`src/rtl/alu_arbiter.sv`:
```
// Round-robin arbiter that shares one ALU between two requesters.
//
// The winner's op/operands are registered onto the ALU inputs. The ALU result
// is captured one cycle later and returned over a per-requester valid/ready
// response handshake. Only one operation is in flight at a time.
//
// Ports:
//   clk, reset   - clock; synchronous active-high reset
//   req_valid    - per-requester request valid (2 bits)
//   req_ready    - per-requester accept strobe, only asserted in idle
//   req_op/a/b   - packed per-requester op code and operands
//   resp_valid   - per-requester response valid
//   resp_ready   - per-requester response accept
//   resp_result  - result, qualified by resp_valid
//   resp_err     - unsupported op code flag, qualified by resp_valid
//   alu_op/in1/in2 - registered ALU inputs
//   alu_result   - ALU output, sampled at the end of the execute cycle
module alu_arbiter #(
  parameter int unsigned WIDTH = 32,
  parameter int unsigned OPW   = 4
) (
  input  logic               clk,
  input  logic               reset,
  input  logic [1:0]         req_valid,
  output logic [1:0]         req_ready,
  input  logic [2*OPW-1:0]   req_op,
  input  logic [2*WIDTH-1:0] req_a,
  input  logic [2*WIDTH-1:0] req_b,
  output logic [1:0]         resp_valid,
  input  logic [1:0]         resp_ready,
  output logic [WIDTH-1:0]   resp_result,
  output logic               resp_err,
  output logic [OPW-1:0]     alu_op,
  output logic [WIDTH-1:0]   alu_in1,
  output logic [WIDTH-1:0]   alu_in2,
  input  logic [WIDTH-1:0]   alu_result
);

  localparam logic [OPW-1:0] OpAnd = OPW'(0);
  localparam logic [OPW-1:0] OpOr  = OPW'(1);
  localparam logic [OPW-1:0] OpAdd = OPW'(2);
  localparam logic [OPW-1:0] OpSub = OPW'(6);

  typedef enum logic [1:0] {StIdle, StExec, StResp} state_e;

  state_e             state_q;
  logic               last_grant_q;
  logic               owner_q;
  logic               unsup_q;
  logic [OPW-1:0]     alu_op_q;
  logic [WIDTH-1:0]   alu_in1_q;
  logic [WIDTH-1:0]   alu_in2_q;
  logic [1:0]         resp_valid_q;
  logic [WIDTH-1:0]   resp_result_q;
  logic               resp_err_q;

  logic               grant_idx;
  logic               accept;
  logic [OPW-1:0]     sel_op;
  logic [WIDTH-1:0]   sel_a;
  logic [WIDTH-1:0]   sel_b;
  logic               sel_supported;

  // Grant selection: a lone requester wins; on contention the one that did
  // not win last time wins, so continuous contention alternates strictly.
  always_comb begin
    grant_idx = 1'b0;
    case (req_valid)
      2'b01:   grant_idx = 1'b0;
      2'b10:   grant_idx = 1'b1;
      2'b11:   grant_idx = ~last_grant_q;
      default: grant_idx = 1'b0;
    endcase
  end

  always_comb begin
    req_ready = 2'b00;
    if ((state_q == StIdle) && !reset && (req_valid != 2'b00)) begin
      req_ready[grant_idx] = 1'b1;
    end
  end

  assign accept = (req_ready != 2'b00);

  assign sel_op = grant_idx ? req_op[2*OPW-1:OPW]     : req_op[OPW-1:0];
  assign sel_a  = grant_idx ? req_a[2*WIDTH-1:WIDTH]  : req_a[WIDTH-1:0];
  assign sel_b  = grant_idx ? req_b[2*WIDTH-1:WIDTH]  : req_b[WIDTH-1:0];

  always_comb begin
    sel_supported = 1'b0;
    case (sel_op)
      OpAnd, OpOr, OpAdd, OpSub: sel_supported = 1'b1;
      default:                   sel_supported = 1'b0;
    endcase
  end

  always_ff @(posedge clk) begin
    if (reset) begin
      state_q       <= StIdle;
      last_grant_q  <= 1'b1;
      owner_q       <= 1'b0;
      unsup_q       <= 1'b0;
      alu_op_q      <= OpAdd;
      alu_in1_q     <= '0;
      alu_in2_q     <= '0;
      resp_valid_q  <= 2'b00;
      resp_result_q <= '0;
      resp_err_q    <= 1'b0;
    end else begin
      unique case (state_q)
        StIdle: begin
          if (accept) begin
            // Unsupported codes are replaced by ADD so the ALU never sees them.
            alu_op_q     <= sel_supported ? sel_op : OpAdd;
            alu_in1_q    <= sel_a;
            alu_in2_q    <= sel_b;
            unsup_q      <= ~sel_supported;
            owner_q      <= grant_idx;
            last_grant_q <= grant_idx;
            state_q      <= StExec;
          end
        end
        StExec: begin
          resp_result_q <= unsup_q ? '0 : alu_result;
          resp_err_q    <= unsup_q;
          resp_valid_q  <= owner_q ? 2'b10 : 2'b01;
          state_q       <= StResp;
        end
        StResp: begin
          if (resp_ready[owner_q]) begin
            resp_valid_q <= 2'b00;
            resp_err_q   <= 1'b0;
            state_q      <= StIdle;
          end
        end
        default: state_q <= StIdle;
      endcase
    end
  end

  assign resp_valid  = resp_valid_q;
  assign resp_result = resp_result_q;
  assign resp_err    = resp_err_q;
  assign alu_op      = alu_op_q;
  assign alu_in1     = alu_in1_q;
  assign alu_in2     = alu_in2_q;

endmodule

```
`config.mk`:
```
export PLATFORM = sky130hd
export DESIGN_NAME = alu_arbiter
export DESIGN_NICKNAME = d
export VERILOG_FILES = /design/src/rtl/alu_arbiter.sv
export SDC_FILE = /design/constraint.sdc
export NUM_CORES = 1
export LEC_CHECK = 0
export ABC_AREA = 1
export BUFFER_PORTS_ARGS = -buffer_cell sky130_fd_sc_hd__buf_2
export CAP_MARGIN = 20
export CORE_AREA = 2 2 108 110
export CTS_BUF_LIST = sky130_fd_sc_hd__clkbuf_8
export CTS_CLUSTER_DIAMETER = 40
export CTS_CLUSTER_SIZE = 30
export DETAILED_ROUTE_END_ITERATION = 8
export DIE_AREA = 0 0 110 112
export GPL_TIMING_DRIVEN = 0
export MAX_ROUTING_LAYER = met4
export PLACE_DENSITY = 0.83
export RECOVER_POWER = 25
export SETUP_SLACK_MARGIN = 0.1
export SYNTH_ARGS = -nofsm -noshare
export SYNTH_HDL_FRONTEND = slang
export SYNTH_SLANG_ARGS = --single-unit
```
`constraint.sdc`:
```
create_clock -name clk -period 1.55 [get_ports clk]
set_input_delay 0.31 -clock clk [delete_from_list [all_inputs] [get_ports clk]]
set_output_delay 0.31 -clock clk [all_outputs]
set_load 0.05 [all_outputs]
```
; ---- Yosys cells after proc, flatten, opt, wreduce, memory -nomap -nowiden
; Index checks and enable logic that the tools add are counted.
[word_totals]
input_bits = 174
wordCells = 56
reg_bits = 108
out_inout_bits = 105
[classes]
eq_ne = 9
reduce_logical = 13
bitwise = 2
mux = 19
n_lt_le_gt_ge = 3
[ops]
columns = operator, count
row1 = two-way mux 32 bit, 3
row2 = two-way mux 2 bit, 4
row3 = two-way mux 4 bit, 2
row4 = equality test 2 bit (second input constant), 3
row5 = case mux 2 bit (3 select lines), 1
row6 = AND reduction 2 bit, 3
row7 = nonzero test 2 bit, 3
row8 = two-way mux 1 bit, 5
row9 = equality test 4 x 1 -> 1 bit (second input constant), 1
row10 = equality test 4 x 2 -> 1 bit (second input constant), 1
row11 = equality test 4 x 3 -> 1 bit (second input constant), 1
row12 = zero test 4 bit, 1
row13 = less-than comparator 1 x 2 -> 1 bit (second input constant), 2
row14 = != test 2 bit (second input constant), 2
row15 = case mux 1 bit (2 select lines), 2
row16 = case mux 2 bit (2 select lines), 1
row17 = OR reduction 4 bit, 1
row18 = logical AND 1 bit, 3
row19 = equality test 2 x 1 -> 1 bit (second input constant), 1
row20 = zero test 2 bit, 1
row21 = inverter 1 bit, 2
row22 = demux 1 bit (select 1 bit), 1
row23 = greater-or-equal comparator 1 bit (second input constant), 1
row24 = zero test 1 bit, 1

; ---- Logic depth before layout (Yosys ltp)
; Gate-level depths: netlist of run 1.
[logic_depth]
ltp_word = 10
depth_mapped = 9
mapped_depth_nobuf = 9

; ---- Least setup slack after synthesis of run 1
; Ideal clock, no wire load.
[synth_timing]
path_kind = input to output
startpoint = input reset
endpoint = output req_ready[1]
arrival_ps = 1583
stages = 5
setup_slack_ps = -343
required_time_ps = 1240
path_buffers = 2
path_cell_list = clkbuf_1 > nor3_2 > nand2_2 > buf_2 > nor2_1
[synth_via]
elab_chain_len = 4
[synth_lines]
columns = item, line
row1 = "start, declared", 23  ; input logic reset,
row2 = zero test 1 bit, 78  ; if ((state_q == StIdle) && !reset && (req_valid != 2'b00)) begin
row3 = logical AND 1 bit (2 in a row), 78
row4 = two-way mux 2 bit, 78
row5 = "end, declared", 25  ; output logic [1:0] req_ready,
; Every way passes these cells.

; ---- Final worst setup path of run 1
[layout_timing]
startpoint = register state_q[1]
endpoint = output req_ready[0]
[layout_via]
elab_chain_len = 4
[layout_lines]
columns = item, line
row1 = "start, declared", 46  ; state_e state_q;
row2 = "start signal, assigned", 99  ; state_q <= StIdle;
row3 = "start signal, assigned", 120  ; state_q <= StExec;
row4 = "start signal, assigned", 127  ; state_q <= StResp;
row5 = zero test 2 bit, 78
row6 = logical AND 1 bit (2 in a row), 78
row7 = two-way mux 2 bit, 78
; Every way passes these cells.

==> metrics.txt, run 1 <==
Iter 0 DRT Violations=262; post-synthesis mux area share=0%; top cell type's share of synthesized area=46.3%; CTS sink cnt=108; routed len/inst=12.9 um; Worst slew margin=60.0%; Syn Std Cell Area=0.00467 mm^2; via count=5478; Vias/cell=4.74; CP required=1.24 ns; DIE AREA=0.0123 mm^2; Peak Freq=597 MHz; Async SR Flop Fraction=0%; clk_skew=0.0112 ns; crit path time final=1.67 ns; global-route wire length before repair=23.0 mm; CP max stage cell=dfxtp_2; # port buffers=277; Worst Path Arrival=1.36 ns; CTS root buffer=clkbuf_8; H-tree depth=3; Pre-Repair DR Iteration Count=5; HPWL Detailed=11.3 mm; Worst-Margin Slew=0.600 ns; failing checks=negative setup slack; Hold Vio Cnt, Final=0; Routed WL=14.9 mm; post-synthesis compound-gate area fraction=11.9%; largest family of logic cells by synthesized area=simple AND/OR/NAND/NOR gates; Worst-path clk slew=0.10 ns; dpl ws=-0.345 ns; Power Dens Cells=1030 mW/mm^2; critical path class=flip-flop to primary output; worst reg-to-reg setup slack=0.02 ns; post-synthesis simple-gate area fraction=35.7%; RSZ-0062 raised after global routing=true; Max clock buf depth=2; Final Setup Violations=2; element type at the critical path end=primary output; Residual DRC=0; maximum VDD drop=0.000507 V; post-route ant nets=0; Cells on Worst Hold Path=3; Core Util, Final=60.1%; Core ar.=0.0112 mm^2; Synth area leader=dfxtp_1; Net Sw Power=2500 uW; Hold Startpoint=alu_result[10]; Post-synth top cells=373 x nand2_1, 108 x dfxtp_1, 103 x a21oi_1; Core Rows=39; Post-synth EDFFs=0; Seq/Total Area, Yosys=46.3%; Area contributors post-synth=dfxtp_1 46%, nand2_1 30%, a21oi_1 11%; Num CTS Buffers=9; gr usage total=24.2%; cts hold-fix bufs=0; largest net degree at the start of global routing=19; crit-path cells=nor3_4, nand2_4, buf_6, nor2_4, buf_8; Mapped Cells=705; share of layout cells above drive strength 1=34.7%; Clock Power Share=26.2%; Hold EP=resp_result[10]; Final #Nets=1181; leak pwr=0.00349 uW; Max Slew Vio Count=0; syn avg cell area=6.63 um^2; Syn. warnings=0; Comb pwr share=29.7%; FF+latch count, synth=108; Syn Nets=879; outcome=finished with violations; CTS tree=done; startpoint types=flip-flop; Die Ht=112 um; Die W=110 um; Unique masters post-synth=19; ys flop type=dfxtp_1; area grow syn2layout=43.9%; Max Cap Viol=0; Seq pwr share=44.2%; Hold Crit Class=input port to flip-flop; Congestion Overflow GR=0; slowest stage delay, CP=0.35 ns; vias in the first global route=5030; Synth Area in Adders=0%; Tcrit/Tclk final=108%; reg2reg path depth=7; Top-Level Pins=279; Reg-to-Reg Start=state_q[1]; setup TNS=-0.238 ns; Int Pwr=4430 uW; crit path max fanout=4; Initial Util=41.8%; sw frac=36.1%; Overall Power=6930 uW; Final WS setup=-0.125 ns; global placer's final weighted congestion=0.829; worst hold slack=0.184 ns; antenna violations before repair=0; most used standard cell by instance count after synthesis=nand2_1; worst reg2reg endpoint=alu_in2[14]; Skew-Pair Late Insertion Delay=0.37 ns; Post-Synth XOR/XNOR Area=0%
## cell type report
cell class	count	area [um^2]
buffer	50	332
sequential	108	2160
inverter	11	48.8
clock inverter	6	72.6
tap	143	179
antenna	1	2.50
multi-input combinational	536	2270
clock buffer	10	138
timing repair buffer	291	1520
fill	1090	4460
## per-stage QoR
step | instances | area [um^2]
finish | 1156 | 6720
global route | 1155 | 6720
CTS | 1151 | 6620
detailed placement | 1125 | 6250
global placement | 1125 | 6250
floorplan | 705 | 4680
## power by group through the flow
stage	registers (uW)	clock network [uW]	logic, uW
2_1_floorplan	3740	0	703
5_1_grt	3080	1950	2240
3_3_place_gp	3120	0	1930
4_1_cts	3060	1850	2020
3_5_place_dp	3120	0	1940
6_report	3060	1810	2060
## worst max-delay path: cells and delay by family, from the launching register on
kind          cells  cell delay (ns)
buf+inv           2             0.28
flops             1             0.35
simple gates      3             0.37
## worst max path at each step
| stage | start | end | slack [ns] | depth (start not counted) |
|---|---|---|---|---|
| detailed placement | req_valid[0] | req_ready[1] | -0.35 | 7 |
| CTS | state_q[1] | req_ready[0] | -0.14 | 5 |
| global placement | req_valid[0] | req_ready[1] | -0.36 | 7 |
| floorplan | last_grant_q | req_ready[0] | 0.02 | 5 |
| global route | state_q[1] | req_ready[0] | -0.18 | 5 |
| finish | state_q[1] | req_ready[0] | -0.12 | 5 |
## flip-flops by register name, summed over array words and instances, names as in the netlist
register,count
alu_in2,32
resp_result,32
owner_q,1
resp_valid,2
last_grant_q,1
unsup_q,1
alu_op,4
alu_in1,32
resp_err,1
state_q,2
## per-layer routing
layer / global-route usage (%) / up-vias / wire length, um
li1: - / 2838 / -
met4: 9.45 / 0 / 377
met3: 4.16 / 33 / 1060
met2: 41.6 / 205 / 7310
met5: - / - / 0
met1: 27.6 / 2402 / 6110
## cells by family after synthesis
group,count (synthesis)
buffers and inverters,61
and+or+nand+nor,426
AOI/OAI and AO/OA,110
DFF,108
## what timing repair did
item / 4_1_cts / 5_1_grt
cloned: 0 / 1
pin swaps: 6 / 1
setup endpoints to repair: 65 / 93
buffers inserted: 10 / 4
gates resized for setup: 27 / 36
## cells in the final DEF, fill, tap and decap left out, types with 2 or more instances in the layout
cell type | Yosys | final
o21ai_1 | 2 | 3
inv_1 | 8 | 8
clkinvlp_4 | 0 | 3
dfxtp_1 | 108 | 106
buf_6 | 0 | 9
a21oi_1 | 103 | 103
inv_8 | 0 | 2
clkbuf_2 | 0 | 5
buf_1 | 3 | 3
clkbuf_4 | 0 | 5
buf_2 | 19 | 284
buf_8 | 0 | 6
nand2_1 | 373 | 371
dfxtp_2 | 0 | 2
buf_4 | 8 | 14
a211oi_1 | 3 | 3
nand3_1 | 42 | 42
clkbuf_8 | 0 | 10
inv_2 | 1 | 2
nor2_1 | 7 | 5
nor2_4 | 0 | 2
clkbuf_1 | 20 | 15
nand2_4 | 0 | 3
Power figures use the tool's default switching activity.
==> run 2, diff against run 1 <==
--- a/config.mk
+++ b/config.mk
@@ -8,15 +8,14 @@
 export ABC_AREA = 1
 export BUFFER_PORTS_ARGS = -buffer_cell sky130_fd_sc_hd__buf_2
 export CAP_MARGIN = 20
-export CORE_AREA = 2 2 108 110
-export CTS_BUF_LIST = sky130_fd_sc_hd__clkbuf_8
+export CORE_AREA = 2 2 110 112
 export CTS_CLUSTER_DIAMETER = 40
 export CTS_CLUSTER_SIZE = 30
 export DETAILED_ROUTE_END_ITERATION = 8
-export DIE_AREA = 0 0 110 112
+export DIE_AREA = 0 0 112 114
 export GPL_TIMING_DRIVEN = 0
 export MAX_ROUTING_LAYER = met4
-export PLACE_DENSITY = 0.83
+export PLACE_DENSITY = 0.8
 export RECOVER_POWER = 25
 export SETUP_SLACK_MARGIN = 0.1
 export SYNTH_ARGS = -nofsm -noshare
==> metrics.txt, run 2 (synthesis results as in run 1) <==
vias in the first global route=4969 (-1.2%); share of layout cells above drive strength 1=35.0% (+0.30 points); reg2reg path depth=8 (+1); CTS tree=done; gr usage total=23.6% (-0.62 points); H-tree depth=3 (unchanged); worst hold slack=0.218 ns (+0.0342 ns); Worst slew margin=62.1% (+2.1 points); CTS sink cnt=108 (unchanged); n_diodes=0 (-1); CTS root buffer=clkbuf_16; Worst-Margin Slew=0.568 ns (-0.0311 ns); clk_skew=0.00613 ns (-0.00506 ns); largest net degree at the start of global routing=18 (-1); area grow syn2layout=47.1%; Final WS setup=-0.0945 ns (+0.0301 ns); Pre-Repair DR Iteration Count=4 (-1); Hold Crit Class=input port to flip-flop; Iter 0 DRT Violations=279 (+6.5%); Max Cap Viol=0 (unchanged); commonest non-fill, non-tap cell in the layout=nand2_1; Power Dens Cells=1090 mW/mm^2 (+5.5%); dpl cells=1129 (+0.36%); crit path time final=1.64 ns (-0.0301 ns); antenna violations before repair=0 (unchanged); Congestion Overflow GR=0 (unchanged); startpoint types=flip-flop; Final #Nets=1179 (-0.17%); Worst-path clk slew=0.07 ns (-0.03 ns); crit path max fanout=3 (-1); leak pwr=0.00352 uW (+0.70%); outcome=finished with violations; Peak Freq=608 MHz (+1.8%); Register Area=0.00216 mm^2 (unchanged); post-route cell area=0.00687 mm^2 (+2.3%); Routed WL=15.0 mm (+1.1%); Cells on Worst Hold Path=3 (unchanged); Critical path buffers and inverters=2 (unchanged); Die Ht=114 um (+1.8%); Top-Level Pins=279 (unchanged); Max clock buf depth=2 (unchanged); Finished Layout Cells=1156 (unchanged); CP delay by family, top=simple AND/OR/NAND/NOR gates; Post-DP Area=0.00625 mm^2 (about the same); failing checks=negative setup slack; via count=5427 (-0.93%); CP required=1.24 ns (about the same); critical path class=flip-flop to primary output; maximum VDD drop=0.000736 V (+45%); Initial Util=39.9% (-1.9 points); DIE AREA=0.0128 mm^2 (+3.6%); HPWL Detailed=11.4 mm (+0.99%); RSZ-0062 raised after global routing=true; slowest stage delay, CP=0.33 ns (-0.02 ns); Multi-input gate area=0.00228 mm^2 (+0.44%); Final Setup Violations=2 (unchanged); fillers=1189 (+9.1%); global-route wire length before repair=23.6 mm (+3.0%); Skew-Pair Late Insertion Delay=0.35 ns (-0.02 ns); Num CTS Buffers=9 (unchanged); Worst Path Arrival=1.33 ns (-0.03 ns); cts hold-fix bufs=0 (unchanged); Max Slew Vio Count=0 (unchanged); crit-path cells=nor3_4, nand2_4, buf_12, nor2_4, buf_8; Stages on worst setup path=5 (unchanged); Overall Power=7480 uW (+7.9%); most frequent cells in the layout=371 x nand2_1, 237 x buf_2, 106 x dfxtp_1, 102 x a21oi_1, 50 x clkbuf_2; Die W=112 um (+1.8%); CP max stage cell=dfxtp_2; Vias/cell=4.69 (-0.93%); Hold Vio Cnt, Final=0 (unchanged); Tcrit/Tclk final=106% (-1.9 points); setup TNS=-0.171 ns (+0.0672 ns); Residual DRC=0 (unchanged); Core Rows=40 (+2.6%); element type at the critical path end=primary output; routed len/inst=13.0 um (+1.1%); # port buffers=277 (unchanged); post-route ant nets=0 (unchanged); global placer's final weighted congestion=0.907 (+9.4%); Core ar.=0.0117 mm^2 (+4.8%)
run 2: cell types whose count changed in the layout (fill, tap and decap cells not counted), moves of 2 or more:
cell,change
buf_2,-47
clkbuf_2,+45
clkbuf_16,+10
clkbuf_8,-9
buf_6,+3
clkbuf_1,-3
buf_4,-2
inv_8,-2
run 2: cell type report:
cell class              instances  area share (%)
repair buffers                290            22.4
inverters                      11           0.783
well taps                     147            2.68
multi-input cells             536            33.1
flip-flops and latches        108            31.5
clock inverters                 5           0.911
plain buffers                  49            5.14
clock buffers                  10            3.48
run 2: worst paths after layout:
| kind | slack [ns] | from | endpoint |
|---|---|---|---|
| worst min-delay path | 0.22 | alu_result[6] | resp_result[6] |
| worst min register to register | 0.46 | alu_op[3] | alu_op[3] |
| worst max register to register | 0.10 | state_q[1] | alu_in2[12] |
| worst max-delay path | -0.09 | state_q[1] | req_ready[0] |
run 2: repair_timing:
item / CTS / global route
cloned: 0 / 1
endpoints found under the setup margin: 68 / 78
resized for setup: 34 / 40
pin swaps: 6 / 1
setup buffers: 12 / 0
run 2: metal layers:
metal	global-route usage [%]	vias up	wire length, um
li1	-	2833	-
met2	40.1	196	7280
met3	4.36	33	830
met4	8.46	0	372
met1	28.2	2365	6530
met5	-	-	0
run 2: tightest hold or removal path: stages:
cell and delay (ns):
buf_2 0.10, nand3_1 0.07, a21oi_1 0.05
run 2: report_power, final:
group / total, uW / switching (uW) / internal, uW
Combinational: 2080 / 1410 / 677
Sequential: 3060 / 96.7 / 2970
Clock: 2330 / 1030 / 1290
Total: 7480 / 2540 / 4940
run 2: through the flow:
stage	setup WS (ns)	utilization, %
3_5_place_dp	-0.385	53.4
6_report	-0.0945	58.7
2_1_floorplan	0.0188	-
4_1_cts	-0.0934	57.7
3_3_place_gp	-0.364	53.4
5_1_grt	-0.132	58.7
==> run 3, diff against run 2 <==
--- a/config.mk
+++ b/config.mk
@@ -16,7 +16,6 @@
 export GPL_TIMING_DRIVEN = 0
 export MAX_ROUTING_LAYER = met4
 export PLACE_DENSITY = 0.8
-export RECOVER_POWER = 25
 export SETUP_SLACK_MARGIN = 0.1
 export SYNTH_ARGS = -nofsm -noshare
 export SYNTH_HDL_FRONTEND = slang
==> metrics.txt, run 3 (synthesis results as in run 1) <==
Worst slew margin=62.1% (about the same); Cells on Worst Hold Path=3 (unchanged); maximum VDD drop=0.000734 V (-0.27%); # port buffers=277 (unchanged); Seq pwr share=41.0% (about the same); fillers=1190 (+0.084%); RSZ-0062 raised after global routing=true; Vias/cell=4.70 (+0.15%); Initial Util=39.9% (unchanged); Max Cap Viol=0 (unchanged); cts hold-fix bufs=0 (unchanged); vias in the first global route=4969 (unchanged); Hold EP=resp_result[6]; wire length on met1=6.61 mm (+1.2%); outcome=finished with violations; Die Ht=114 um (unchanged); max layer used=met4; critical path class=flip-flop to primary output; Comb pwr share=28.0% (about the same); failing checks=negative setup slack; Top-Level Pins=279 (unchanged); setup TNS=-0.162 ns (+0.00951 ns); Worst-Margin Slew=0.569 ns (+0.000436 ns); Max clock buf depth=2 (unchanged); Iter 0 DRT Violations=299 (+7.2%); Post-DP Area=0.00625 mm^2 (unchanged); largest net degree at the start of global routing=18 (unchanged); routed len/inst=13.0 um (+0.39%); Hold Startpoint=alu_result[6]; H-tree depth=3 (unchanged); post-route ant nets=0 (unchanged); Pre-Repair DR Iteration Count=5 (+1); Hold Vio Cnt, Final=0 (unchanged); Final Setup Violations=2 (unchanged); CP required=1.24 ns (about the same); Core Rows=40 (unchanged); routed wl met3=820 um (-1.2%); area grow syn2layout=47.2% (about the same); sw frac=33.9% (-0.096 points); Routed WL=15.1 mm (+0.39%); global placer's final weighted congestion=0.907 (unchanged); share of layout cells above drive strength 1=35.0% (unchanged); Die W=112 um (unchanged); Skew-Pair Late Insertion Delay=0.34 ns (about the same); Power Dens Cells=1090 mW/mm^2 (-0.12%); antenna violations before repair=0 (unchanged); via count=5435 (+0.15%); Tcrit/Tclk final=106% (-0.34 points); commonest non-fill, non-tap cell in the layout=nand2_1; Worst-path clk slew=0.07 ns (about the same); n_diodes=0 (unchanged); element type at the critical path end=primary output; clk_skew=0.00647 ns (+0.000342 ns); post-route cell area=0.00688 mm^2 (about the same); Congestion Overflow GR=0 (unchanged); Num CTS Buffers=9 (unchanged); reg2reg path depth=7 (-1); Core ar.=0.0117 mm^2 (unchanged); Reg-to-Reg Start=state_q[1]; Max Slew Vio Count=0 (unchanged); worst reg-to-reg setup slack=0.18 ns (+0.08 ns); gr usage total=23.6% (unchanged); routed wire length on met2=7.34 mm (+0.74%); Int Pwr=4940 uW (+0.12%); most frequent cells in the layout=371 x nand2_1, 282 x buf_2, 106 x dfxtp_1, 102 x a21oi_1, 42 x nand3_1; crit path max fanout=3 (unchanged); Final WS setup=-0.0892 ns (+0.00530 ns); Peak Freq=610 MHz (+0.32%); global-route wire length before repair=23.6 mm (unchanged); CTS root buffer=clkbuf_16; crit path time final=1.64 ns (-0.00530 ns); DIE AREA=0.0128 mm^2 (unchanged); Final #Nets=1179 (unchanged); Hold Crit Class=input port to flip-flop; HPWL Detailed=11.4 mm (unchanged); CTS sink cnt=108 (unchanged); worst reg2reg endpoint=last_grant_q; Residual DRC=0 (unchanged); CTS tree=done; startpoint types=flip-flop; Worst Path Arrival=1.33 ns (about the same); Net Sw Power=2530 uW (-0.31%); leak pwr=0.00355 uW (+1.0%); Clock Power Share=31.0% (about the same)
[run 3: cell types whose count changed in the layout (fill, tap and decap cells not counted)]
cell / change
clkbuf_2: -46
buf_2: +45
buf_6: +1
[run 3: power by group through the flow]
stage	registers [uW]	clock network, uW	logic (uW)
2_1_floorplan	3740	0	703
3_3_place_gp	3120	0	1930
3_5_place_dp	3120	0	1940
4_1_cts	3060	2360	2040
5_1_grt	3080	2500	2270
6_report	3060	2320	2090
[run 3: metrics by stage]
step	setup slack, ns	total power (uW)	std cells	hold slack, ns	utilization (%)
finish	-0.0892	7480	1156	0.220	58.7
global route	-0.132	7860	1156	0.219	58.7
CTS	-0.0934	7470	1155	0.214	57.7
detailed placement	-0.385	5060	1129	0.446	53.4
global placement	-0.364	5050	1129	0.442	53.4
floorplan	0.0188	4450	705	0.436	-
[run 3: routing by layer]
| layer | global-route usage (%) | vias to the layer above |
|---|---|---|
| met4 | 8.46 | 0 |
| met1 | 28.2 | 2381 |
| met2 | 40.1 | 192 |
| met3 | 4.36 | 29 |
| met5 | - | - |
| li1 | - | 2833 |
[run 3: how the worst max path moves through the flow]
stage / cells past startpoint / slack [ns] / to / startpoint
after floorplan: 5 / 0.02 / req_ready[0] / last_grant_q
after global placement: 7 / -0.36 / req_ready[1] / req_valid[0]
after detailed placement: 7 / -0.39 / req_ready[1] / req_valid[0]
after CTS: 5 / -0.09 / req_ready[0] / state_q[1]
after global routing: 5 / -0.13 / req_ready[0] / state_q[1]
final: 5 / -0.09 / req_ready[0] / state_q[1]
[run 3: final cells by class]
class	count	area (um^2)	share of cell area [%]
repair buffers	290	1540	22.4
multi-input cells	536	2280	33.1
well taps	147	184	2.67
inverters	11	53.8	0.782
clock buffers	10	239	3.48
clock inverters	5	62.6	0.910
plain buffers	49	359	5.22
flip-flops and latches	108	2160	31.5
[run 3: timing repair]
action / CTS / global route
pin swaps: 6 / 1
buffers inserted: 12 / 0
resized for setup: 34 / 40
gates cloned: 0 / 1
endpoints found under the setup margin: 68 / 78
[run 3: worst max-delay path: stages, from the launching register on]
cell and delay [ns]:
dfxtp_2 0.33, nor3_4 0.14, nand2_4 0.10, buf_12 0.14
nor2_4 0.12, buf_8 0.15
